--- config.mk ---
export PLATFORM = sky130hd
export DESIGN_NAME = button_event_arbiter
export DESIGN_NICKNAME = d
export VERILOG_FILES = /design/src/rtl/btn_evt_pkg.sv /design/src/rtl/button_event_arbiter_rr.sv /design/src/rtl/button_event_arbiter.sv
export SDC_FILE = /design/constraint.sdc
export NUM_CORES = 1
export LEC_CHECK = 0
export BUFFER_PORTS_ARGS = -buffer_cell sky130_fd_sc_hd__buf_2
export CAP_MARGIN = 5
export CORE_ASPECT_RATIO = 1.25
export CORE_UTILIZATION = 35
export DETAILED_ROUTE_END_ITERATION = 6
export PLACE_DENSITY = 0.54
export SLEW_MARGIN = 20
export SYNTH_ARGS = -nofsm -noshare
export SYNTH_HDL_FRONTEND = slang
export SYNTH_HIERARCHICAL = 1
export SYNTH_SLANG_ARGS = --single-unit
--- constraint.sdc ---
create_clock -name clk -period 6.8 [get_ports clk]
set_input_delay 1.02 -clock clk [delete_from_list [all_inputs] [get_ports clk]]
set_output_delay 1.02 -clock clk [all_outputs]
set_load 0.02 [all_outputs]
--- src/rtl/btn_evt_pkg.sv ---
// Shared types and limits for the button event arbiter.
package btn_evt_pkg;

  localparam int BTN_MAX  = 16;
  localparam int REP_W    = 24;
  localparam int ID_MAX_W = $clog2(BTN_MAX);

  typedef struct packed {
    logic [ID_MAX_W-1:0] id;
    logic                is_repeat;
  } btn_evt_t;

endpackage

--- src/rtl/button_event_arbiter_rr.sv ---
// Combinational round-robin picker: first set request after last_grant, wrapping to 0.
module rr_arbiter #(
  parameter  int NUM_BTN = 8,
  localparam int IDW     = $clog2(NUM_BTN)
) (
  input  logic [NUM_BTN-1:0] req,
  input  logic [IDW-1:0]     last_grant,
  output logic               any,
  output logic [IDW-1:0]     grant
);

  int             idx;
  logic [IDW-1:0] idx_w;

  always_comb begin
    any   = 1'b0;
    grant = '0;
    idx   = 0;
    idx_w = '0;
    // Scan starts one past the previous winner so the last winner has lowest priority.
    for (int k = 1; k <= NUM_BTN; k++) begin
      idx = int'(last_grant) + k;
      if (idx >= NUM_BTN) idx = idx - NUM_BTN;
      idx_w = IDW'(idx);
      if (!any && req[idx_w]) begin
        any   = 1'b1;
        grant = idx_w;
      end
    end
  end

endmodule

--- src/rtl/button_event_arbiter.sv ---
// Turns debounced button levels into a stream of press / auto-repeat events,
// one pending slot per button, delivered round-robin over valid/ready.
module button_event_arbiter
  import btn_evt_pkg::*;
#(
  parameter  int               NUM_BTN       = 8,
  parameter  logic [REP_W-1:0] REPEAT_CYCLES = 24'd12_500_000,
  localparam int               IDW           = $clog2(NUM_BTN)
) (
  input  logic               clk,
  input  logic               rst_n,
  input  logic               enable,
  input  logic [NUM_BTN-1:0] btn_in,
  output logic               evt_valid,
  input  logic               evt_ready,
  output logic [IDW-1:0]     evt_id,
  output logic               evt_repeat,
  output logic               overrun
);

  logic [NUM_BTN-1:0] btn_q;
  logic [NUM_BTN-1:0] pend, pend_rep;
  logic [NUM_BTN-1:0] pend_nxt, pend_rep_nxt;
  logic [NUM_BTN-1:0] press_vec, tick_vec, grant_oh, drop;
  logic [IDW-1:0]     last_grant, arb_grant;
  logic               arb_any;
  btn_evt_t           evt_q;
  logic               evt_valid_q, overrun_q;

  logic [IDW-1:0]     rep_btn;
  logic [REP_W-1:0]   rep_cnt;
  logic               rep_armed;
  logic               rep_hold, rep_tick;
  logic               load, grant_fire, fresh_grant;

  rr_arbiter #(.NUM_BTN(NUM_BTN)) u_rr (
    .req        (pend),
    .last_grant (last_grant),
    .any        (arb_any),
    .grant      (arb_grant)
  );

  assign load        = !evt_valid_q || evt_ready;
  assign grant_fire  = load && arb_any;
  assign fresh_grant = grant_fire && !pend_rep[arb_grant];

  assign rep_hold = enable && btn_in[rep_btn];
  assign rep_tick = (REPEAT_CYCLES != '0) && rep_hold && rep_armed &&
                    (rep_cnt == REPEAT_CYCLES - REP_W'(1));

  assign press_vec = enable ? (btn_in & ~btn_q) : '0;
  assign tick_vec  = rep_tick ? (NUM_BTN'(1) << rep_btn) : '0;
  assign grant_oh  = grant_fire ? (NUM_BTN'(1) << arb_grant) : '0;

  // A free or just-granted slot takes the new event; an occupied slot drops a
  // press (reported) or a repeat tick (silently). A press cannot coincide with
  // a tick on the same button, since a tick needs the level held a cycle earlier.
  always_comb begin
    pend_nxt     = pend;
    pend_rep_nxt = pend_rep;
    drop         = '0;
    for (int i = 0; i < NUM_BTN; i++) begin
      if (grant_oh[i] || !pend[i]) begin
        pend_nxt[i] = press_vec[i] || tick_vec[i];
        if (press_vec[i])
          pend_rep_nxt[i] = 1'b0;
        else if (tick_vec[i])
          pend_rep_nxt[i] = 1'b1;
      end else if (press_vec[i]) begin
        drop[i] = 1'b1;
      end
    end
  end

  always_ff @(posedge clk or negedge rst_n) begin
    if (!rst_n) begin
      btn_q       <= '0;
      pend        <= '0;
      pend_rep    <= '0;
      overrun_q   <= 1'b0;
      evt_q       <= '0;
      evt_valid_q <= 1'b0;
      last_grant  <= IDW'(NUM_BTN - 1);
    end else begin
      btn_q     <= btn_in;
      pend      <= pend_nxt;
      pend_rep  <= pend_rep_nxt;
      overrun_q <= |drop;
      if (load) begin
        if (arb_any) begin
          evt_q.id        <= ID_MAX_W'(arb_grant);
          evt_q.is_repeat <= pend_rep[arb_grant];
          evt_valid_q     <= 1'b1;
          last_grant      <= arb_grant;
        end else begin
          evt_valid_q <= 1'b0;
        end
      end
    end
  end

  // Repeat timer follows the button of the most recent fresh press only.
  always_ff @(posedge clk or negedge rst_n) begin
    if (!rst_n) begin
      rep_btn   <= '0;
      rep_cnt   <= '0;
      rep_armed <= 1'b0;
    end else if (fresh_grant) begin
      rep_btn   <= arb_grant;
      rep_cnt   <= '0;
      rep_armed <= 1'b1;
    end else if (!rep_hold) begin
      rep_cnt   <= '0;
      rep_armed <= 1'b0;
    end else if (rep_armed && (REPEAT_CYCLES != '0)) begin
      if (rep_tick)
        rep_cnt <= '0;
      else
        rep_cnt <= rep_cnt + REP_W'(1);
    end
  end

  assign evt_valid  = evt_valid_q;
  assign evt_id     = IDW'(evt_q.id);
  assign evt_repeat = evt_q.is_repeat;
  assign overrun    = overrun_q;

endmodule

# After elaboration in Yosys (flattened, before gate mapping)
# Cells that the tools add are included.
dict set report word_totals {
  elab_cells 217
  regBits 61
  inputBits 12
}
dict set report op_classes {
  eq_ne 3
  magnitude_cmp 18
  add_sub_neg 17
  muxes 86
  shifts 2
  bitwise_logic 2
  n_reduce_logical 64
}
# op n
set ops {}
lappend ops {{24-bit 2-to-1 mux} 4}
lappend ops {{1-bit 2-to-1 mux} 53}
lappend ops {{3-bit 2-to-1 mux} 16}
lappend ops {{3-bit by 4-bit less-than comparator with 1-bit output, second input constant} 10}
lappend ops {{1-bit binary-select mux with 3-bit select} 10}
lappend ops {{4-bit >= comparator, second input constant} 7}
lappend ops {{24-bit by 1-bit adder with 24-bit output, second input constant} 1}
lappend ops {{24-bit == test, second input constant} 1}
lappend ops {{8-bit 2-to-1 mux} 3}
lappend ops {{3-bit by 1-bit subtractor with 3-bit output, second input constant} 8}
lappend ops {{2-bit AND reduction} 9}
lappend ops {{1-bit zero test} 17}
lappend ops {{1-bit logical OR} 17}
lappend ops {{3-bit by 3-bit adder with 4-bit output, second input constant} 4}
lappend ops {{2-bit nonzero test} 8}
lappend ops {{1-bit by 3-bit << shifter with 8-bit output, first input constant} 2}
lappend ops {{1-bit logical AND} 12}
lappend ops {{3-bit by 2-bit adder with 4-bit output, second input constant} 2}
lappend ops {{8-bit AND} 1}
lappend ops {{8-bit NOT} 1}
lappend ops {{8-bit OR reduction} 1}
lappend ops {{3-bit by 4-bit adder with 5-bit output, second input constant} 1}
lappend ops {{5-bit by 4-bit >= comparator with 1-bit output, second input constant} 1}
lappend ops {{3-bit by 1-bit adder with 4-bit output, second input constant} 1}
lappend ops {{2 further kinds} 2}

# Depth between registers and ports, before layout
# Gate-level depths: netlist of run 1.
dict set report depth {
  depth_word 32
  depth_mapped 19
}

# Hierarchy
# The synthesis of run 1 kept the hierarchy.
# mod cells_each n_inst seq_area_each_um2 area_each_um2
set modules_own_cells {}
lappend modules_own_cells {button_event_arbiter 318 1 1530.2 3276.9}
lappend modules_own_cells {rr_arbiter 104 1 0.0 955.9}

# Worst setup path after synthesis of run 1
# OpenSTA, ideal clock, no wires.
dict set report synth_path {
  path_kind {register -> register}
  from {register last_grant[1]}
  to {register rep_cnt[10]}
  required_time_ps 6674
  setup_slack_ps 2268
  stages_incl_launch_ff 20
  t_arrival_ps 4406
  synth_period_minus_slack_ps 4532
  path_buffers 6
  path_cell_list {dfstp_2 buf_2 clkbuf_1 inv_1 ha_1 buf_6 buf_4 mux2i_1 mux4_2 and4bb_2 nand4_1 a32oi_1 a41oi_1 buf_2 mux4_2 mux2i_1 nand3_1 nand2_1 buf_4 a31oi_1}
}
dict set report synth_via {
  elab_chain_len 32
  word_cells_on_any_way 85
}
# element line
set synth_lines {}
lappend synth_lines {{from (decl)} button_event_arbiter.sv:25} ;# logic [IDW-1:0] last_grant, arb_grant;
lappend synth_lines {{from (signal assigned)} button_event_arbiter.sv:83} ;# last_grant <= IDW'(NUM_BTN - 1);
lappend synth_lines {{from (signal assigned)} button_event_arbiter.sv:94} ;# last_grant <= arb_grant;
lappend synth_lines {{3-bit by 1-bit adder with 4-bit output} button_event_arbiter_rr.sv:22} ;# idx = int'(last_grant) + k;
lappend synth_lines {{4-bit >= comparator / 3-bit by 1-bit subtractor with 3-bit output (equally long branches)} button_event_arbiter_rr.sv:23} ;# if (idx >= NUM_BTN) idx = idx - NUM_BTN;
lappend synth_lines {{3-bit 2-to-1 mux} button_event_arbiter_rr.sv:23}
lappend synth_lines {{1-bit binary-select mux with 3-bit select} button_event_arbiter_rr.sv:25} ;# if (!any && req[idx_w]) begin
lappend synth_lines {{1-bit 2-to-1 mux (not written as such)} button_event_arbiter_rr.sv:25}
lappend synth_lines {{1-bit 2-to-1 mux} button_event_arbiter_rr.sv:25}
lappend synth_lines {{1-bit zero test} button_event_arbiter_rr.sv:25}
lappend synth_lines {{1-bit logical AND} button_event_arbiter_rr.sv:25}
lappend synth_lines {{[... 17 more ...]} --}
lappend synth_lines {{1-bit logical AND} button_event_arbiter_rr.sv:25}
lappend synth_lines {{3-bit 2-to-1 mux (*)} button_event_arbiter_rr.sv:25}
lappend synth_lines {{named net arb_grant[2]} button_event_arbiter.sv:25}
lappend synth_lines {{1-bit binary-select mux with 3-bit select (*)} button_event_arbiter.sv:45} ;# assign fresh_grant = grant_fire && !pend_rep[arb_grant];
lappend synth_lines {{1-bit 2-to-1 mux (not written as such) (*)} button_event_arbiter.sv:45}
lappend synth_lines {{1-bit zero test (*)} button_event_arbiter.sv:45}
lappend synth_lines {{1-bit logical AND (*)} button_event_arbiter.sv:45}
lappend synth_lines {{3-bit by 2-bit inequality test with 1-bit output (no source line) / 24-bit 2-to-1 mux (equally long branches)} --}
lappend synth_lines {{to (signal assigned)} button_event_arbiter.sv:119} ;# rep_cnt <= rep_cnt + REP_W'(1);
lappend synth_lines {{to (decl)} button_event_arbiter.sv:31} ;# logic [REP_W-1:0] rep_cnt;
# Mark *: on every way through the listed nets, which the timed path passes. The rest lies on a longest branch. The select of a mux whose other input is x is not followed.
# A chain may end at the register's enable or synchronous reset.

# Final worst setup path of run 1
dict set report layout_path {
  from {register last_grant[0]}
  to {register rep_cnt[21]}
}
# Same word-level chain as after synthesis.

==> flow_metrics.py, run 1 <==
metrics = {
    "layout": {
        "antenna_cells": 0,
        "syn2layout_area_growth_pct": 10.9,
        "final_nets": 441,
        "drive_gt1_frac": 0.188,
        "fin_util": 0.400,
    },
    "global_route": {
        "antenna_found_initial": 0,
        "overflow": 0,
        "grt_max_degree": 62,
        "track_usage": 0.174,
        "grt_pass1_wl_mm": 17.3,
        "grt_pass1_vias": 3391,
    },
    "critical_path": {
        "path_buf_inv": 1,
        "slowest_delay_ns": 0.79,
        "required_ns": 6.96,
        "arrival_ns": 5.84,
        "r2r_cells": 13,
        "cp_slowest_cell": "dfstp_2",
        "crit_fanout": 24,
        "cp-end-kind": "register",
        "rr_endpoint": "rep_cnt[21]",
        "r2r-start": "last_grant[0]",
        "crit_chain": "inv_1 > ha_1 > mux2_1 > or3_1 > and2_4 > nor3_4 > a32oi_1 > a41oi_1 > mux4_2 > mux2i_1 > nand3_1 > nand2_1 > a311oi_1",
        "start_kind": "register",
        "path_delay_family": "simple AND/OR/NAND/NOR gates",
        "rrSetupSlack_ns": 1.12,
        "critPathKind": "reg2reg",
    },
    "die": {
        "die_area_um2": 12500,
        "ioPinCount": 18,
        "die_h_um": 125,
        "num_rows": 44,
        "fp.dieW_um": 100,
        "start_util": 0.361,
        "core_um2": 11700,
    },
    "clocking": {
        "post_cts_buffers": 0,
        "cts_made_buffers": 9,
        "clk_latency_ns": 0.33,
        "root_buffer": "clkbuf_16",
        "postCtsResizedCells": 0,
        "htree_num_levels": 3,
        "clock_path_buffers": 2,
        "cts_sinks": 61,
        "clk_pin_slew_ns": 0.05,
        "cts_hold_buffers": 0,
        "cts_tree": "done",
    },
    "timing": {
        "skew_ns": 0.00457,
        "period_share": 0.835,
        "tightest_slew_ns": 1.03,
        "rsz0062_at_grt": "no",
        "hold_viol_final": 0,
        "max_clock_freq_mhz": 176,
        "fin_ws_ns": 1.12,
        "tns_ns": 0,
        "relSlewSlack": 0.308,
        "period_needed_ns": 5.68,
        "maxSlewViolCount": 0,
        "holdWs_ns": 0.464,
        "setup_viol_count_final": 0,
    },
    "yosys": {
        "synth-simple-area-share": 0.274,
        "ys_ff_latch": 61,
        "synth_compound_area_frac": 0.133,
        "synthAdderAreaFrac": 0.00887,
        "synth_seq_area_share": 0.362,
        "synth-async-reset-ratio": 1.00,
        "syn_inst": 422,
        "ys_types": 68,
        "synth_edf_count": 0,
        "synth_mux_area_frac": 0.169,
        "synth_top_family_by_area": "simple AND/OR/NAND/NOR gates",
        "ys_warn_count": 6,
        "synth_flop_cell": "dfrtp_1",
        "syn-mean-instance-area_um2": 10.0,
        "netlist_area_um2": 4230,
        "syn_nets": 437,
        "synthXorXnorAreaFrac": 0.0145,
    },
    "routing": {
        "antenna_left": 0,
        "wl_per_cell_um": 17.2,
        "vias": 3434,
        "totalWireLength_mm": 10.2,
        "drt_iter0_markers": 198,
        "dr.pass1.iters": 4,
        "drc": 0,
        "viasPerCell": 5.80,
    },
    "power": {
        "power_leakage_uw": 0.00176,
        "ir_drop_uv": 219,
        "power.density_nw_per_um2": 491,
        "fin_total_pwr_uw": 2300,
    },
    "run_status": {
        "status": "completed",
    },
    "place": {
        "dp_hpwl_mm": 7.04,
        "dp_slack_ns": 1.11,
        "port_buffers": 17,
        "routabilityCongestion": 0.848,
    },
    "flow_run": {
        "drv_cap": 0,
    },
    "min_path": {
        "min-delay-start": "evt_id[1]",
        "holdPathStages": 2,
        "hp-class": "reg2reg",
        "holdPathEnd": "evt_id[1]",
    },
}
[cell usage after synthesis (all sizes together) (10+ instances only)]
cell | n | area (µm²)
nand4 | 12 | 75.1
a31oi | 13 | 81.3
clkbuf | 12 | 45.0
nor2 | 12 | 45.0
dfrtp | 58 | 1450
o21ai | 10 | 50.0
nand2b | 28 | 175
buf | 15 | 93.8
nand3b | 17 | 128
mux4 | 20 | 450
a21oi | 12 | 60.1
mux2i | 13 | 130
nand3 | 27 | 160
nand2 | 41 | 154
mux2 | 12 | 135
[how the worst max path moves through the flow]
| stage | depth (start not counted) | slack [ns] | endpoint | start |
|---|---|---|---|---|
| 3_3_place_gp | 13 | 1.33 | rep_cnt[22] | last_grant[1] |
| 2_1_floorplan | 19 | 2.27 | rep_cnt[10] | last_grant[1] |
| 5_1_grt | 13 | 0.60 | rep_cnt[19] | last_grant[0] |
| 6_report | 13 | 1.12 | rep_cnt[21] | last_grant[0] |
| 3_5_place_dp | 13 | 1.11 | rep_cnt[21] | last_grant[0] |
| 4_1_cts | 13 | 1.11 | rep_cnt[21] | last_grant[0] |
[through the flow]
step / instance area [µm²] / std cells
after floorplan: 4230 / 422
after global placement: 4400 / 576
after detailed placement: 4400 / 576
after CTS: 4700 / 592
after global routing: 4700 / 592
final: 4700 / 592
[sequential cells by signal, indices dropped and copies added, names as in the netlist, 3 cells and up]
| name | flops |
|---|---|
| evt_id | 3 |
| pend_rep | 8 |
| last_grant | 3 |
| pend | 8 |
| rep_btn | 3 |
| btn_q | 8 |
| rep_cnt | 24 |
[routing by layer]
layer,vias up,track usage,share of wire
met4,0,0.0818,0.024
met2,61,0.271,0.49
met5,-,0,0
met1,1736,0.235,0.46
met3,17,0.0274,0.026
li1,1620,-,-
[worst min-delay path: stages, from the launching register on]
cell,delay (ns)
dfrtp_1,0.33
nand2_1,0.05
nand2_1,0.05
[report_power, final]
part / switching [µW] / total (µW) / internal, µW
registers: 150 / 585 / 434
clock network: 158 / 449 / 291
logic: 705 / 1270 / 565
[cells by family (layout without fill, tap and decap cells)]
| family | after synthesis | after routing |
|---|---|---|
| buf+inv | 34 | 43 |
| mux | 45 | 45 |
| simple gates | 192 | 192 |
| compound gates | 80 | 80 |
| fa+ha+maj | 3 | 3 |
| xor+xnor | 7 | 7 |
| flops | 61 | 61 |
[layout make-up]
class,count,area (µm²)
Multi-Input combinational cell,327,2540
Fill cell,1188,7030
Tap cell,161,201
Clock inverter,5,50.0
Clock buffer,11,243
Sequential cell,61,1530
Inverter,7,26.3
Timing Repair Buffer,20,108
[cells in the final DEF (no fill, tap or decap), types with 6 or more instances in the layout]
cell type / instances
a31oi_1: 13
nand3_1: 25
mux4_2: 20
a21oi_1: 12
clkbuf_16: 9
dfrtp_1: 58
and3_1: 9
o2bb2ai_1: 8
nor2_1: 12
nand4_1: 12
inv_1: 7
or3_1: 6
nand2_1: 41
o21ai_0: 9
o211ai_1: 8
mux2i_1: 13
buf_2: 17
nand2b_1: 28
mux2_2: 9
nand3b_1: 17
nor2b_1: 9
No activity file was read; power rests on OpenSTA's default activity.
==> run 2, diff against run 1 <==
- clock period: 6.8 -> 5.75 ns (I/O delays scaled with it)
==> run 2 against run 1 <==
Register-to-register slack worse by 0.65 ns; global-route usage increased by 0.21 points; power is 24% higher; worst setup slack got worse by 0.65 ns; first-iteration DRC count fell by 9.1%.
==> flow_metrics.py, run 2 (synthesis results as in run 1) <==
metrics = {
    "run_status": {
        "status": "completed",
    },
    "die": {
        "num_rows": 44,
        "die_h_um": 125,
        "die_area_um2": 12500,
        "start_util": 0.361,
        "fp.dieW_um": 100,
        "core_um2": 11700,
        "ioPinCount": 18,
    },
    "place": {
        "place_area_um2": 4420,
        "dp_hpwl_mm": 7.09,
        "dp_slack_ns": 0.447,
        "port_buffers": 17,
        "routabilityCongestion": 0.854,
    },
    "timing": {
        "hold_viol_final": 0,
        "tightest_slew_ns": 0.964,
        "relSlewSlack": 0.349,
        "maxSlewViolCount": 0,
        "period_share": 0.918,
        "holdWs_ns": 0.464,
        "fin_ws_ns": 0.472,
        "skew_ns": 0.00609,
        "tns_ns": 0,
        "rsz0062_at_grt": "no",
        "period_needed_ns": 5.28,
        "max_clock_freq_mhz": 189,
        "setup_viol_count_final": 0,
    },
    "layout": {
        "fillerInstances": 1134,
        "fin_util": 0.407,
        "largest-register": "rep_cnt",
        "largest_reg_flops": 24,
        "most-common-layout-cells": "dfrtp_1 (58), nand2_1 (41), nand2b_1 (28)",
        "final_common_cell": "dfrtp_1",
        "design_area_um2": 4770,
        "final_nets": 443,
        "drive_gt1_frac": 0.192,
        "antenna_cells": 0,
        "syn2layout_area_growth_pct": 12.7,
    },
    "clocking": {
        "cts_tree": "done",
        "root_buffer": "clkbuf_16",
        "clk_pin_slew_ns": 0.05,
        "cts_made_buffers": 9,
        "cts_hold_buffers": 0,
        "post_cts_buffers": 0,
        "cts_sinks": 61,
        "clock_path_buffers": 2,
        "clk_latency_ns": 0.33,
        "postCtsResizedCells": 0,
        "htree_num_levels": 3,
    },
    "global_route": {
        "overflow": 0,
        "antenna_found_initial": 0,
        "grt_pass1_vias": 3312,
        "track_usage": 0.176,
        "gr-max-usage-layer": "met2",
        "grtUsageMet3": 0.0330,
        "grtUsageMet2": 0.269,
        "grt_pass1_wl_mm": 17.4,
        "grt_max_degree": 62,
        "met1_usage": 0.243,
    },
    "routing": {
        "drc": 0,
        "totalWireLength_mm": 10.3,
        "viasPerCell": 5.82,
        "antenna_left": 0,
        "vias": 3457,
        "wl_per_cell_um": 17.4,
        "dr.pass1.iters": 5,
        "drt_iter0_markers": 180,
    },
    "critical_path": {
        "path_buf_inv": 2,
        "cp_slowest_cell": "dfstp_2",
        "critPathKind": "reg2reg",
        "rrSetupSlack_ns": 0.47,
        "r2r_cells": 14,
        "slowest_delay_ns": 0.81,
        "cp-end-kind": "register",
        "rr_endpoint": "rep_cnt[6]",
        "crit_chain": "inv_1 > ha_1 > mux2_1 > or3_1 > and2_4 > nor3_4 > a32oi_1 > a41oi_1 > mux4_2 > mux2i_1 > nand3_1 > nand2_1 > buf_4 > nor2_1",
        "crit_fanout": 24,
        "path_delay_family": "simple AND/OR/NAND/NOR gates",
        "start_kind": "register",
        "required_ns": 5.95,
        "r2r-start": "last_grant[1]",
        "arrival_ns": 5.48,
    },
    "power": {
        "ir_drop_uv": 288,
        "power.density_nw_per_um2": 598,
        "power_leakage_uw": 0.00180,
    },
    "min_path": {
        "holdPathStages": 2,
        "holdPathEnd": "evt_id[1]",
        "hp-class": "reg2reg",
        "min-delay-start": "evt_id[1]",
    },
    "flow_run": {
        "drv_cap": 0,
    },
}
## run 2: worst max-delay path by stage
stage	from	to	slack, ns	cells past startpoint
after floorplan	last_grant[1]	rep_cnt[10]	1.22	19
after global placement	last_grant[1]	rep_cnt[13]	0.60	14
after detailed placement	last_grant[1]	rep_cnt[6]	0.45	14
after CTS	last_grant[1]	rep_cnt[6]	0.44	14
after global routing	last_grant[1]	rep_cnt[6]	0.01	14
final	last_grant[1]	rep_cnt[6]	0.47	14
## run 2: power breakdown
group / switching, µW / internal (µW)
combinational: 871 / 675
sequential: 160 / 513
clock: 187 / 446
total: 1220 / 1630
## run 2: routing by layer
metal / wire length [µm] / vias up
met4: 177 / 0
met5: 0 / -
met3: 501 / 14
li1: - / 1628
met2: 5030 / 113
met1: 4620 / 1702
## run 2: worst register-to-register path, cell delays in order, from the launching register on
cell and delay (ns):
dfstp_2 0.81, inv_1 0.17, ha_1 0.72, mux2_1 0.40, or3_1 0.35, and2_4 0.17
nor3_4 0.24, a32oi_1 0.09, a41oi_1 0.75, mux4_2 0.61, mux2i_1 0.15, nand3_1 0.20
nand2_1 0.11, buf_4 0.28, nor2_1 0.11
## run 2: through the flow
| stage | cells | power [µW] |
|---|---|---|
| final | 594 | 2850 |
| after global routing | 594 | 3040 |
| after CTS | 594 | 2850 |
| after detailed placement | 578 | 2210 |
| after global placement | 578 | 2190 |
| after floorplan | 422 | 1880 |
## run 2: final cells by class
class	instances	area [µm²]	area share
tap	161	201	0.0422
timing repair buffer	22	123	0.0257
inverter	7	26.3	0.00551
clock inverter	4	95.1	0.0199
clock buffer	12	256	0.0538
sequential	61	1530	0.321
multi-input combinational	327	2540	0.532
